==> config.mk <==
export PLATFORM = sky130hd
export DESIGN_NAME = game_ctrl_flat
export DESIGN_NICKNAME = d
export VERILOG_FILES = /design/src/rtl/game_pkg.sv /design/src/rtl/game_if.sv /design/src/rtl/start_debounce.sv /design/src/rtl/game_ctrl.sv /design/src/flat_wrapper.sv
export SDC_FILE = /design/constraint.sdc
export NUM_CORES = 1
export LEC_CHECK = 0
export BUFFER_PORTS_ARGS = -buffer_cell sky130_fd_sc_hd__buf_4
export CAP_MARGIN = 20
export CORE_UTILIZATION = 50
export CTS_CLUSTER_SIZE = 10
export DETAILED_ROUTE_END_ITERATION = 6
export GPL_ROUTABILITY_DRIVEN = 0
export GPL_TIMING_DRIVEN = 0
export HOLD_SLACK_MARGIN = 0.08
export PLACE_DENSITY = 0.69
export SYNTH_ARGS = -nofsm -noshare
export SYNTH_HDL_FRONTEND = slang
export SYNTH_SLANG_ARGS = --single-unit
==> constraint.sdc <==
create_clock -name clk -period 2.9 [get_ports clk]
set_input_delay 0.58 -clock clk [delete_from_list [all_inputs] [get_ports clk]]
set_output_delay 0.58 -clock clk [all_outputs]
set_load 0.005 [all_outputs]
==> src/rtl/game_pkg.sv <==
// game_pkg: definitions shared by the air-hockey game sequencer and the
// display stage.
//   game_state_t : state encoding driven onto the display stage.
//   winner_t     : winner encoding.
//   DEF_*        : default goal-mouth geometry in hc/vc units.
//   in_range     : inclusive unsigned window compare on coordinates.
package game_pkg;

    localparam int unsigned COORD_W = 10;
    localparam int unsigned SCORE_W = 4;

    // Goal-mouth geometry (inclusive bounds, board coordinates)
    localparam int unsigned DEF_GOAL_YLB     = 246;
    localparam int unsigned DEF_GOAL_YUB     = 296;
    localparam int unsigned DEF_LEFT_GOAL_X  = 224;
    localparam int unsigned DEF_RIGHT_GOAL_X = 704;

    // The display stage decodes these exact values, so the encoding is fixed
    typedef enum logic [1:0] {
        ST_SPLASH = 2'd0,
        ST_PLAY   = 2'd1,
        ST_END    = 2'd2,
        ST_SERVE  = 2'd3
    } game_state_t;

    typedef enum logic [1:0] {
        WIN_NONE = 2'd0,
        WIN_P1   = 2'd1,
        WIN_P2   = 2'd2
    } winner_t;

    function automatic logic in_range(input logic [COORD_W-1:0] v,
                                      input logic [COORD_W-1:0] lo,
                                      input logic [COORD_W-1:0] hi);
        return (v >= lo) && (v <= hi);
    endfunction

endpackage

==> src/rtl/game_if.sv <==
// game_if: bundle between the game sequencer and the rest of the system.
//   btn_start      : raw start push-button
//   puck_x, puck_y : puck centre from the physics stage
//   state, rst     : sequencer state and paddle/puck home hold
//   score1/2       : player scores
//   goal1/2        : one-cycle goal pulses
//   winner         : winning player
// master = the sequencer, slave = its environment.
interface game_if;
    import game_pkg::*;

    logic                     btn_start;
    logic [COORD_W-1:0]       puck_x;
    logic [COORD_W-1:0]       puck_y;
    game_state_t              state;
    logic                     rst;
    logic [SCORE_W-1:0]       score1;
    logic [SCORE_W-1:0]       score2;
    logic                     goal1;
    logic                     goal2;
    winner_t                  winner;

    modport master (
        input  btn_start, puck_x, puck_y,
        output state, rst, score1, score2, goal1, goal2, winner
    );

    modport slave (
        output btn_start, puck_x, puck_y,
        input  state, rst, score1, score2, goal1, goal2, winner
    );

endinterface

==> src/rtl/start_debounce.sv <==
// start_debounce: synchronizes and debounces the start button.
//   clk     : system clock
//   rst_n   : asynchronous active-low reset (already release-synchronized)
//   btn     : raw asynchronous push-button
//   start_p : one-cycle pulse on an accepted 0->1 transition
module start_debounce #(
    parameter int unsigned DEB_CYCLES = 1000000
) (
    input  logic clk,
    input  logic rst_n,
    input  logic btn,
    output logic start_p
);

    localparam int unsigned CNT_W = (DEB_CYCLES > 1) ? $clog2(DEB_CYCLES) : 1;
    localparam logic [CNT_W-1:0] CNT_MAX = CNT_W'(DEB_CYCLES - 1);

    logic [1:0]       sync;
    logic             sync_q;
    logic             level;
    logic [CNT_W-1:0] cnt;

    // sync_q holds the previous synchronized sample so any change restarts
    // the stability count; the count only runs while the synchronized level
    // differs from the accepted one.
    always_ff @(posedge clk or negedge rst_n) begin
        if (!rst_n) begin
            sync    <= '0;
            sync_q  <= 1'b0;
            level   <= 1'b0;
            cnt     <= '0;
            start_p <= 1'b0;
        end else begin
            sync    <= {sync[0], btn};
            sync_q  <= sync[1];
            start_p <= 1'b0;
            if (sync[1] != sync_q) begin
                cnt <= '0;
            end else if (sync[1] != level) begin
                if (cnt == CNT_MAX) begin
                    level   <= sync[1];
                    cnt     <= '0;
                    start_p <= sync[1];
                end else begin
                    cnt <= cnt + CNT_W'(1);
                end
            end else begin
                cnt <= '0;
            end
        end
    end

endmodule

==> src/rtl/game_ctrl.sv <==
// game_ctrl: air-hockey game sequencer (splash / serve / play / end).
//   clk   : system clock shared with the display stage
//   clr_n : asynchronous active-low reset; release is synchronized here
//   gif   : game_if master - button and puck in; state, rst, scores,
//           goal pulses and winner out (all registered)
module game_ctrl
    import game_pkg::*;
#(
    parameter int unsigned GOAL_YLB     = DEF_GOAL_YLB,
    parameter int unsigned GOAL_YUB     = DEF_GOAL_YUB,
    parameter int unsigned LEFT_GOAL_X  = DEF_LEFT_GOAL_X,
    parameter int unsigned RIGHT_GOAL_X = DEF_RIGHT_GOAL_X,
    parameter int unsigned WIN_SCORE    = 7,
    parameter int unsigned DEB_CYCLES   = 1000000,
    parameter int unsigned SERVE_CYCLES = 50000000
) (
    input  logic  clk,
    input  logic  clr_n,
    game_if.master gif
);

    localparam int unsigned SERVE_W = $clog2(SERVE_CYCLES + 1);
    localparam logic [SERVE_W-1:0] SERVE_LOAD = SERVE_W'(SERVE_CYCLES - 1);
    localparam logic [COORD_W-1:0] Y_LO  = COORD_W'(GOAL_YLB);
    localparam logic [COORD_W-1:0] Y_HI  = COORD_W'(GOAL_YUB);
    localparam logic [COORD_W-1:0] X_L   = COORD_W'(LEFT_GOAL_X);
    localparam logic [COORD_W-1:0] X_R   = COORD_W'(RIGHT_GOAL_X);
    localparam logic [SCORE_W-1:0] WIN   = SCORE_W'(WIN_SCORE);

    logic [1:0]         rst_sync;
    logic               rst_n;
    logic               start_p;
    logic [COORD_W-1:0] px, py;
    logic               zone_l, zone_r, goal_l, goal_r;
    logic               armed;
    game_state_t        st;
    logic               rst_q;
    logic [SCORE_W-1:0] score1, score2, score1_inc, score2_inc;
    logic               goal1_q, goal2_q;
    winner_t            winner_q;
    logic [SERVE_W-1:0] serve_cnt;

    // Assertion of clr_n clears everything at once; release ripples through
    // two flops so every register leaves reset on a clean clock edge.
    always_ff @(posedge clk or negedge clr_n) begin
        if (!clr_n) begin
            rst_sync <= '0;
        end else begin
            rst_sync <= {rst_sync[0], 1'b1};
        end
    end

    assign rst_n = rst_sync[1];

    start_debounce #(
        .DEB_CYCLES (DEB_CYCLES)
    ) u_start_debounce (
        .clk     (clk),
        .rst_n   (rst_n),
        .btn     (gif.btn_start),
        .start_p (start_p)
    );

    always_ff @(posedge clk or negedge rst_n) begin
        if (!rst_n) begin
            px <= '0;
            py <= '0;
        end else begin
            px <= gif.puck_x;
            py <= gif.puck_y;
        end
    end

    assign zone_l     = in_range(py, Y_LO, Y_HI) && (px <= X_L);
    assign zone_r     = in_range(py, Y_LO, Y_HI) && (px >= X_R);
    assign goal_l     = (st == ST_PLAY) && armed && zone_l;
    assign goal_r     = (st == ST_PLAY) && armed && zone_r;
    assign score1_inc = score1 + SCORE_W'(1);
    assign score2_inc = score2 + SCORE_W'(1);

    // The puck must leave both goal zones before another goal can count,
    // so a puck resting in the mouth through a serve scores only once.
    always_ff @(posedge clk or negedge rst_n) begin
        if (!rst_n) begin
            armed <= 1'b0;
        end else if (goal_l || goal_r) begin
            armed <= 1'b0;
        end else if (!zone_l && !zone_r) begin
            armed <= 1'b1;
        end
    end

    // Game flow with scores and all outputs registered. serve_cnt is loaded
    // with SERVE_CYCLES-1 so PLAY starts exactly SERVE_CYCLES edges after
    // the SERVE entry edge.
    always_ff @(posedge clk or negedge rst_n) begin
        if (!rst_n) begin
            st        <= ST_SPLASH;
            rst_q     <= 1'b1;
            score1    <= '0;
            score2    <= '0;
            goal1_q   <= 1'b0;
            goal2_q   <= 1'b0;
            winner_q  <= WIN_NONE;
            serve_cnt <= '0;
        end else begin
            goal1_q <= 1'b0;
            goal2_q <= 1'b0;
            case (st)
                ST_SPLASH: begin
                    if (start_p) begin
                        score1    <= '0;
                        score2    <= '0;
                        winner_q  <= WIN_NONE;
                        serve_cnt <= SERVE_LOAD;
                        st        <= ST_SERVE;
                    end
                end
                ST_SERVE: begin
                    if (serve_cnt == '0) begin
                        st    <= ST_PLAY;
                        rst_q <= 1'b0;
                    end else begin
                        serve_cnt <= serve_cnt - SERVE_W'(1);
                    end
                end
                ST_PLAY: begin
                    if (goal_r) begin
                        score1  <= score1_inc;
                        goal1_q <= 1'b1;
                        rst_q   <= 1'b1;
                        if (score1_inc == WIN) begin
                            winner_q <= WIN_P1;
                            st       <= ST_END;
                        end else begin
                            serve_cnt <= SERVE_LOAD;
                            st        <= ST_SERVE;
                        end
                    end else if (goal_l) begin
                        score2  <= score2_inc;
                        goal2_q <= 1'b1;
                        rst_q   <= 1'b1;
                        if (score2_inc == WIN) begin
                            winner_q <= WIN_P2;
                            st       <= ST_END;
                        end else begin
                            serve_cnt <= SERVE_LOAD;
                            st        <= ST_SERVE;
                        end
                    end
                end
                ST_END: begin
                    if (start_p) begin
                        st <= ST_SPLASH;
                    end
                end
                default: st <= ST_SPLASH;
            endcase
        end
    end

    assign gif.state  = st;
    assign gif.rst    = rst_q;
    assign gif.score1 = score1;
    assign gif.score2 = score2;
    assign gif.goal1  = goal1_q;
    assign gif.goal2  = goal2_q;
    assign gif.winner = winner_q;

endmodule

==> src/flat_wrapper.sv <==
// flat-port wrapper written by rule: the top's interface ports become plain ports
module game_ctrl_flat import game_pkg::*;
#(
    parameter int unsigned GOAL_YLB     = DEF_GOAL_YLB,
    parameter int unsigned GOAL_YUB     = DEF_GOAL_YUB,
    parameter int unsigned LEFT_GOAL_X  = DEF_LEFT_GOAL_X,
    parameter int unsigned RIGHT_GOAL_X = DEF_RIGHT_GOAL_X,
    parameter int unsigned WIN_SCORE    = 7,
    parameter int unsigned DEB_CYCLES   = 1000000,
    parameter int unsigned SERVE_CYCLES = 50000000
)
  (clk, clr_n, gif_btn_start, gif_puck_x, gif_puck_y, gif_state, gif_rst, gif_score1, gif_score2, gif_goal1, gif_goal2, gif_winner);
  game_if gif_i ();
  input  logic clk;
  input  logic clr_n;
  input wire logic [$bits(gif_i.btn_start)-1:0] gif_btn_start;
  input wire logic [$bits(gif_i.puck_x)-1:0] gif_puck_x;
  input wire logic [$bits(gif_i.puck_y)-1:0] gif_puck_y;
  output wire logic [$bits(gif_i.state)-1:0] gif_state;
  output wire logic [$bits(gif_i.rst)-1:0] gif_rst;
  output wire logic [$bits(gif_i.score1)-1:0] gif_score1;
  output wire logic [$bits(gif_i.score2)-1:0] gif_score2;
  output wire logic [$bits(gif_i.goal1)-1:0] gif_goal1;
  output wire logic [$bits(gif_i.goal2)-1:0] gif_goal2;
  output wire logic [$bits(gif_i.winner)-1:0] gif_winner;
  assign gif_i.btn_start = gif_btn_start;
  assign gif_i.puck_x = gif_puck_x;
  assign gif_i.puck_y = gif_puck_y;
  assign gif_state = gif_i.state;
  assign gif_rst = gif_i.rst;
  assign gif_score1 = gif_i.score1;
  assign gif_score2 = gif_i.score2;
  assign gif_goal1 = gif_i.goal1;
  assign gif_goal2 = gif_i.goal2;
  assign gif_winner = gif_i.winner;
  game_ctrl #(.GOAL_YLB(GOAL_YLB), .GOAL_YUB(GOAL_YUB), .LEFT_GOAL_X(LEFT_GOAL_X), .RIGHT_GOAL_X(RIGHT_GOAL_X), .WIN_SCORE(WIN_SCORE), .DEB_CYCLES(DEB_CYCLES), .SERVE_CYCLES(SERVE_CYCLES)) u_core (.clk(clk), .clr_n(clr_n), .gif(gif_i));
endmodule
Yosys cells after proc, flatten, opt, wreduce, memory -nomap -nowiden
Index checks and enable logic that the tools add are counted.
Storage, ports and cells
  bits in registers: 89
  bits in latches: 0
  RAM bits: 0
  memory bits (read-only): 0
  input bits: 23
  logic and storage cells: 112
  memories: 0
Operators by class
  add/subtract/negate cells: 4
  $mul: 0
  divide/modulo/power cells: 0
  $lt $le $gt $ge: 4
  equal/unequal tests: 20
  shift-type cells: 0
  multiplexer cells: 43
  bitwise operators: 1
  reductions and logical operators: 23
Operators with widths (count)
  $mux W26: 6
  $pmux W26 S3: 1
  $mux W20: 3
  $logic_not A26 Y1: 1
  $sub A26 B1 Y26 const B: 1
  $add A20 B1 Y20 const B: 1
  $eq A20 B20 Y1 const B: 1
  $mux W2: 9
  $mux W4: 4
  $pmux W4 S2: 2
  $mux W1: 15
  $ge A10 B10 Y1 const B: 1
  $ge A10 B8 Y1 const B: 1
  $le A10 B8 Y1 const B: 1
  $le A10 B9 Y1 const B: 1
  $reduce_and A3 Y1: 3
  $add A4 B1 Y4 const B: 2
  $eq A4 B3 Y1 const B: 2
  $ne A2 B2 Y1 const B: 4
  $pmux W2 S4: 1
  $reduce_and A4 Y1: 2
  $logic_and A1 B1 Y1: 7
  $ne A2 B1 Y1 const B: 3
  $ne A3 B2 Y1 const B: 2
  other kinds (15): 21

Logic depth before layout (Yosys ltp)
Gate-level depths: netlist of run 1.
  depth after elaboration: 7
  gate-level depth with buffers: 10
  mapped depth without buffers: 8

Modules after synthesis
A second synthesis of run 1 with hierarchy kept.
Second synthesis, totals
  cells, all modules: 427
  area, all modules: 4385.5 um^2
By module, submodules not included
  game_ctrl: times used 1, cells each 312, area an instance 3205.6 um^2, seq. area each 1602.8 um^2
  start_debounce: times used 1, cells each 115, area an instance 1179.9 um^2, seq. area each 625.6 um^2

Worst setup path before layout of run 1
Ideal clock, no wire load.
  kind: register to register
  start point: register u_core.serve_cnt[0]
  end point: register u_core.serve_cnt[22]
  library setup time: 0.121 ns
  arrival: 2.288 ns
  required time: 2.779 ns
  setup slack: 0.491 ns
  cell stages (with the launch flop): 10
  path through: dfrtp_1 -> inv_1 -> ha_1 -> nor4b_1 -> nand4_1 -> o21a_1 -> a311oi_2 -> nor3_1 -> buf_2 -> a22o_1
On the way
  word-level cells in the longest chain between the ends: 3
  elaborated cells between the ends (all ways): 6
  those cells by class: 1 x add/sub; 1 x eq/ne; 2 x mux; 2 x reduce/logical
RTL lines
  from (decl): line game_ctrl.sv:41  | logic [SERVE_W-1:0] serve_cnt;
  from (signal assigned): line game_ctrl.sv:124  | serve_cnt <= serve_cnt - SERVE_W'(1);
  $sub A26 B1 Y26 / $logic_not A26 Y1 (equally long branches): line game_ctrl.sv:124, game_ctrl.sv:120
  $mux W26 / $ne A2 B2 Y1 (equally long branches)
  $pmux W26 S3 / $reduce_and A6 Y1 (equally long branches)
Several ways; a longest one is shown, not always the timed one. The select of a mux whose other input is x is not followed.
A chain may end at the register's enable or synchronous reset.

Worst setup path in the final report of run 1
  start point: register u_core.st[0], in the netlist u_core.gif.state[0]
  end point: register u_core.serve_cnt[14]
On the way
  word-level cells in the longest chain between the ends: 5
  elaborated cells between the ends (all ways): 15
  those cells by class: 7 x eq/ne; 2 x mux; 6 x reduce/logical
RTL lines
  from (decl): line game_ctrl.sv:36  | game_state_t st;
  from (signal assigned): line game_ctrl.sv:98  | st <= ST_SPLASH;
  from (signal assigned): line game_ctrl.sv:116  | st <= ST_SERVE;
  from (signal assigned): line game_ctrl.sv:121  | st <= ST_PLAY;
  $eq A2 B1 Y1: line game_ctrl.sv:76, game_ctrl.sv:77, game_ctrl.sv:109
  $logic_and A1 B1 Y1: line game_ctrl.sv:76, game_ctrl.sv:77
  $logic_and A1 B1 Y1 (on tied branches): line game_ctrl.sv:77, game_ctrl.sv:76
  $ne A3 B1 Y1 (no line) (tied with other cells)
  $reduce_and A6 Y1 (no line) / $pmux W26 S3 (equally long branches)
Several ways; a longest one is shown, not always the timed one.

==> results by group, run 1 <==
Synthesis
  – Mapped Avg Cell Area: around 10 sq um
  – Sequential-to-total area share from yosys stat: 52.68%
  – Distinct cells, synth: 58
  – YS warnings: 0
  – Synth Instances: roughly 420
  – Mapped Nets: around 450
  – Post-Syn Area: 4230 sq um
  – Top_reg_cell synth: dfrtp_1
  – Async SR Flop Fraction: 100.0%
  – Yosys reg bits: 89
  – Post-synth EDFFs: 0

STA
  – Tcrit/Tclk final: 90.39%
  – Minimum clock period: 2621 ps
  – Finish-stage setup viols: 0
  – Least-Margin Pin Slew: 698.5 ps
  – F_max: 381.5 MHz
  – Final hold violation count: 0
  – Worst slew margin: 53.22%
  – RSZ-0062 raised after global routing: false
  – Setup TNS: 0 ps
  – Hold Slack: 203.7 ps
  – Setup ws final: approximately 280 ps
  – Clock Skews: 10.77 ps
  – Max Slew Vio Count: 0

Outcome
  – Status: completed

Routing
  – Vias/cell: roughly 5.6
  – Antenna Nets Post-Route: 0
  – Drt first pass iters: 4
  – Final wirelength: 8476 um
  – Initial DRC Count: 134
  – Per-cell routed wire length: 14.46 um
  – DRC Markers: 0
  – Via Count: ~3300

Pwr
  – Power density cells: ~600 nW/um^2
  – Leak: between 2 and 2.5 nW
  – Max VDD drop: 363.9 uV

Die
  – Initial Util: 51.48%
  – Die Area: between 8000 and 9000 sq um
  – Row count: 33
  – IO Pins: 38
  – Die width: roughly 94 um
  – Core area: about 8000 sq um
  – Die Span Y: 93.98 um

Critical path
  – Ordered cell list for the critical path: buf_2, inv_1, nor2_1, o21a_1, a311oi_2, or3_1, buf_6, buf_12, o31ai_1
  – Crit path from: u_core.gif.state[0]
  – Worst r2r src: u_core.gif.state[0]
  – Critical path endpoint category: flop
  – Crit path kind: reg2reg
  – Required @ worst endpoint: 3170 ps
  – CP Launch Type: flop
  – CP top delay family: simple AND/OR/NAND/NOR gates
  – Max stage delay on crit path: 550 ps
  – R2R Setup Slk: 280 ps
  – Slowest cell on the critical path: nor2_1
  – Number of buffers and inverters on the critical path: 4
  – CP Max Fanout: 10
  – Worst EP arrival: 2890 ps

Global route
  – Vias in the first global route: between 3000 and 4000
  – Grt ovf: 0
  – Gr usage total: between 20% and 30%
  – Initial antenna violation count: 0
  – Largest net degree at the start of global routing: 70
  – Global-route wire length before repair: 14190 um

Layout
  – Layout cells sized above 1: 16.22%
  – Area Growth Syn to Fin: 15.76%
  – Commonest cells after routing, fill and taps aside: dfrtp_1 (87), nor2_1 (59), buf_4 (40)
  – Core Util, Final: between 50 and 60%
  – Inserted Diodes: 0
  – Fill count: 735
  – Final #Nets: just over 500
  – Commonest non-fill, non-tap cell in the layout: dfrtp_1

Placement
  – Final HPWL DP: roughly 6000 um
  – Dpl ws: 21.87 ps
  – Port Buf Inserts: 37

Clocking
  – CTS clock-pin slew for the worst setup and hold paths: 100 ps
  – TritonCTS clock tree: built
  – Clock buffer count from CTS: 9
  – Clk buf depth: 2
  – CTS sink cnt: 89
  – H-Tree Depth: 3
  – Worst-Skew Late Latency: around 350 ps
  – Root buf cell: clkbuf_8

Run
  – Max-Cap Viols: 0

Min path
  – Hold/Removal Path Class: reg2async
[final cells by class]
| class | instances | area (sq um) | area share [%] |
|---|---|---|---|
| flip-flops and latches | 89 | 2232 | 45.58 |
| multi-input cells | 309 | 1886 | 38.50 |
| repair buffers | 42 | 337.8 | 6.898 |
| well taps | 105 | 131.4 | 2.683 |
| clock buffers | 9 | 123.9 | 2.529 |
| plain buffers | 11 | 70.07 | 1.431 |
| clock inverters | 7 | 63.81 | 1.303 |
| inverters | 14 | 52.55 | 1.073 |
[final timing paths]
check | end | cells past startpoint
min reg2reg | u_core.u_start_debounce.sync[1] | 0
min | u_core.u_start_debounce.sync[1] | 0
max in group asynchronous | u_core.gif.rst | 1
max | u_core.serve_cnt[14] | 9
max reg2reg | u_core.serve_cnt[14] | 9
min in group clk | u_core.py[1] | 1
[per-stage QoR]
step	cells	instance area [sq um]	power [W]
after global placement	565	4639	0.002130
final	586	4897	0.002941
after CTS	583	4875	0.002971
after global routing	586	4897	0.003127
after detailed placement	566	4671	0.002156
after floorplan	423	4230	0.001935
[per-layer routing]
layer / track usage, % / share of wire, % / vias to the layer above
met5: 0 / 0 / -
met4: 6.667 / 0.85 / 0
met3: 4.693 / 3.4 / 6
met2: 33.82 / 48 / 55
met1: 27.52 / 47 / 1595
li1: - / - / 1631
[worst register-to-register path, cell delays in order, from the launching register on]
cell	delay (ps)
dfrtp_1	370
buf_2	210
inv_1	140
nor2_1	560
o21a_1	330
a311oi_2	80
or3_1	350
buf_6	150
buf_12	140
o31ai_1	230
[cells by family after synthesis]
group                      share of synthesized area [%]
AOI/OAI and AO/OA                                  15.08
xor gates and xnor gates                           3.934
adders and majority gates                          1.775
buffers and inverters                              2.899
DFF                                                52.68
muxes                                              1.272
other                                            0.08865
and+or+nand+nor                                    22.27
[report_power, final]
group | internal, W | total (W) | switching (W)
clock | 0.000330 | 0.000806 | 0.000476
sequential | 0.00136 | 0.00150 | 0.000148
combinational | 0.000255 | 0.000632 | 0.000377
total | 0.00194 | 0.00294 | 0.00100
[timing repair]
action                                  CTS  global route
resized for setup                         1             0
hold buffers                              1             0
endpoints found under the setup margin    1            16
pin swaps                                 0             1
buffers inserted                          0             3
endpoints found under the hold margin     2             0
[Yosys cell counts (5+ instances only)]
library cell	n	share of area (%)
nand3_1	15	1.8
a21oi_1	13	1.5
xnor2_1	7	1.4
or3_1	11	1.6
o31ai_1	16	2.8
a22o_1	5	1.0
nor2_1	59	5.2
inv_1	14	1.2
nand4_1	7	1.0
nor4_1	6	0.89
xor2_1	12	2.5
nand2_1	37	3.3
a31oi_1	9	1.3
o21ai_0	18	2.1
dfrtp_1	88	52
nor3_1	19	2.2
ha_1	6	1.8
nor3b_1	5	0.89
clkbuf_1	5	0.44
[registers in the layout, indices dropped and copies added, names as in the netlist, 2 cells and up]
register	count
u_core.u_start_debounce.cnt	20
u_core.gif.winner	2
u_core.serve_cnt	26
u_core.gif.score1	4
u_core.py	10
u_core.rst_sync	2
u_core.px	10
u_core.gif.score2	4
u_core.u_start_debounce.sync	2
u_core.gif.state	2
(Power assumes the default switching activity.)
==> run 2, diff against run 1 <==
--- a/config.mk
+++ b/config.mk
@@ -7,6 +7,7 @@
 export LEC_CHECK = 0
 export BUFFER_PORTS_ARGS = -buffer_cell sky130_fd_sc_hd__buf_4
 export CAP_MARGIN = 20
+export CORE_ASPECT_RATIO = 1.4
 export CORE_UTILIZATION = 50
 export CTS_CLUSTER_SIZE = 10
 export DETAILED_ROUTE_END_ITERATION = 6
==> results by group, run 2 (synthesis gave the netlist of run 1 again) <==
Outcome
  – Status: completed

Critical path
  – R2R Setup Slk: 190 ps (-90 ps)
  – Critical path endpoint category: flop
  – Crit path from: u_core.gif.state[0]
  – Worst EP arrival: 2940 ps (+50 ps)
  – CP Launch Type: flop
  – R2R depth: 9 (unchanged)
  – Crit path kind: reg2reg
  – Required @ worst endpoint: 3130 ps (-40 ps)
  – CP Max Fanout: 10 (unchanged)
  – Worst r2r src: u_core.gif.state[0]
  – R2r endpoint: u_core.serve_cnt[17]

Layout
  – Area Growth Syn to Fin: 18.28%
  – Footprint of the multi-input gates: 1886 sq um (unchanged)
  – Inserted Diodes: 0 (unchanged)
  – Core Util, Final: 61.03% (+1.4 points)
  – Largest Register: u_core.serve_cnt
  – Commonest cells after routing, fill and taps aside: dfrtp_1 (87), nor2_1 (59), buf_4 (39)
  – Layout cells sized above 1: 16.04% (-0.17 points)
  – Final #Nets: 504 (-0.20%)
  – Max FFs per register: 26 (unchanged)
  – Post-route cell area: 5004 sq um (+2.2%)
  – Commonest non-fill, non-tap cell in the layout: dfrtp_1
  – Biggest regs: u_core.serve_cnt (26), u_core.u_start_debounce.cnt (20)
  – FF+latch area: 2232 sq um (unchanged)
  – Fill count: 696 (-5.3%)
  – Cell Count, Final, Fillers Out: 582 (-0.68%)

Die
  – Core area: 8198 sq um (-0.23%)
  – Die Span Y: 110.8 um (+18%)
  – Initial Util: 51.60% (+0.12 points)
  – IO Pins: 38 (unchanged)
  – Row count: 39 (+18%)
  – Die width: 79.74 um (-15%)
  – Die Area: 8838 sq um (about the same)

Global route
  – Initial antenna violation count: 0 (unchanged)
  – Vias in the first global route: 3305 (+6.9%)
  – Gr usage total: 21.89% (+1.1 points)
  – Grt ovf: 0 (unchanged)
  – Largest net degree at the start of global routing: 69 (-1.4%)
  – Global-route wire length before repair: 15170 um (+6.9%)

Routing
  – Drt first pass iters: 5 (+1)
  – Via Count: 3345 (+1.8%)
  – Vias/cell: 5.747 (+2.5%)
  – Final wirelength: 8756 um (+3.3%)
  – Per-cell routed wire length: 15.04 um (+4.0%)
  – Antenna Nets Post-Route: 0 (unchanged)
  – DRC Markers: 0 (unchanged)
  – Initial DRC Count: 171 (+28%)

Placement
  – DP Cell Count: 563 (-0.53%)
  – Final HPWL DP: 6081 um (+3.5%)
  – Placed inst area: 4667 sq um (about the same)
  – Port Buf Inserts: 37 (unchanged)

STA
  – Max Slew Vio Count: 0 (unchanged)
  – Setup TNS: 0 ps (unchanged)
  – F_max: 369.2 MHz (-3.2%)
  – Minimum clock period: 2708 ps (+86.78 ps)
  – RSZ-0062 raised after global routing: false
  – Least-Margin Pin Slew: 753.6 ps (+55.10 ps)
  – Finish-stage setup viols: 0 (unchanged)
  – Final hold violation count: 0 (unchanged)
  – Tcrit/Tclk final: 93.39% (+3.0 points)
  – Worst slew margin: 49.53% (-3.7 points)
  – Clock Skews: 10.77 ps (-0.004200 ps)

Clocking
  – CTS sink cnt: 89 (unchanged)
  – Clock buffer count from CTS: 9 (unchanged)
  – Root buf cell: clkbuf_16
  – CTS clock-pin slew for the worst setup and hold paths: 60 ps (-40 ps)
  – Clk buf depth: 2 (unchanged)
  – H-Tree Depth: 3 (unchanged)
  – Worst-Skew Late Latency: 340 ps (about the same)
  – TritonCTS clock tree: built

Pwr
  – Power density cells: 661.2 nW/um^2 (+10%)
  – Clock network fraction of design power: 35.3% (+7.9 points)
  – Internal power: 0.002287 W (+18%)
  – Comb pwr share: 19.3% (-2.2 points)
  – Max VDD drop: 436.8 uV (+20%)
  – P_sw: 0.001022 W (+2.0%)
  – Sequential share of power: 45.4% (-5.7 points)
  – Power Total: 0.003309 W (+12%)
  – Leak: 2.084 nW (+2.0%)
  – Sw frac: 30.88% (-3.2 points)

Run
  – Max-Cap Viols: 0 (unchanged)

Min path
  – Hold/Removal Path Class: reg2async
run 2: cell count changes in the layout (fill, tap and decap cells not counted), sizes merged:
cell      previous run  this run
clkinvlp             0         2
buf                 47        46
inv                 17        15
clkinv               4         3
bufinv               0         1
run 2: how the worst max path moves through the flow:
stage,end,slack (ps),depth (start not counted)
after global routing,u_core.serve_cnt[17],10,9
final,u_core.serve_cnt[17],190,9
after detailed placement,u_core.serve_cnt[20],-60,9
after CTS,u_core.serve_cnt[20],150,9
after global placement,u_core.serve_cnt[6],-700,0
after floorplan,u_core.armed,240,0
run 2: power groups by stage:
stage | logic [W] | registers [W] | clock network (W)
3_5_place_dp | 0.000640 | 0.00152 | 0
3_3_place_gp | 0.000604 | 0.00153 | 0
4_1_cts | 0.000646 | 0.00150 | 0.00120
5_1_grt | 0.000720 | 0.00153 | 0.00125
6_report | 0.000638 | 0.00150 | 0.00117
2_1_floorplan | 0.000435 | 0.00150 | 0
run 2: area by class of cell:
cell class	instances	area share, %
inverter	14	1.050
multi-input combinational	309	37.68
buffer	11	1.400
tap	102	2.551
clock inverter	7	1.600
sequential	89	44.61
clock buffer	9	4.501
timing repair buffer	41	6.602
run 2: stage by stage:
step                      hold WS [ps]  worst slack, ps
final                            214.1            191.8
after floorplan                  284.4            239.2
after CTS                        223.8            147.1
after detailed placement         219.4           -58.02
after global placement           335.5           -704.9
after global routing             241.2            12.77
run 2: repair_timing:
| item | 4_1_cts | 5_1_grt |
|---|---|---|
| hold buffers | 1 | 0 |
| pin swaps | 0 | 1 |
| setup buffers | 0 | 2 |
| gates resized for setup | 1 | 1 |
| hold endpoints to repair | 2 | 0 |
| setup endpoints to repair | 16 | 18 |
run 2: per-layer routing:
| metal | vias to the layer above | wire [um] | part of all wire (%) | track usage [%] |
|---|---|---|---|---|
| met3 | 18 | 296 | 3.4 | 4.609 |
| li1 | 1634 | - | - | - |
| met5 | - | 0 | 0 | 0 |
| met2 | 64 | 4486 | 51 | 37.09 |
| met4 | 0 | 210 | 2.4 | 8.810 |
| met1 | 1629 | 3763 | 43 | 26.71 |
run 2: worst max-delay path, cell delays in order, from the launching register on:
cell and delay, ps:
dfrtp_1 360, buf_2 220, inv_1 150, nor2_1 530, o21a_1 340, a311oi_2 80
or3_1 340, buf_6 150, buf_12 140, o31ai_1 270
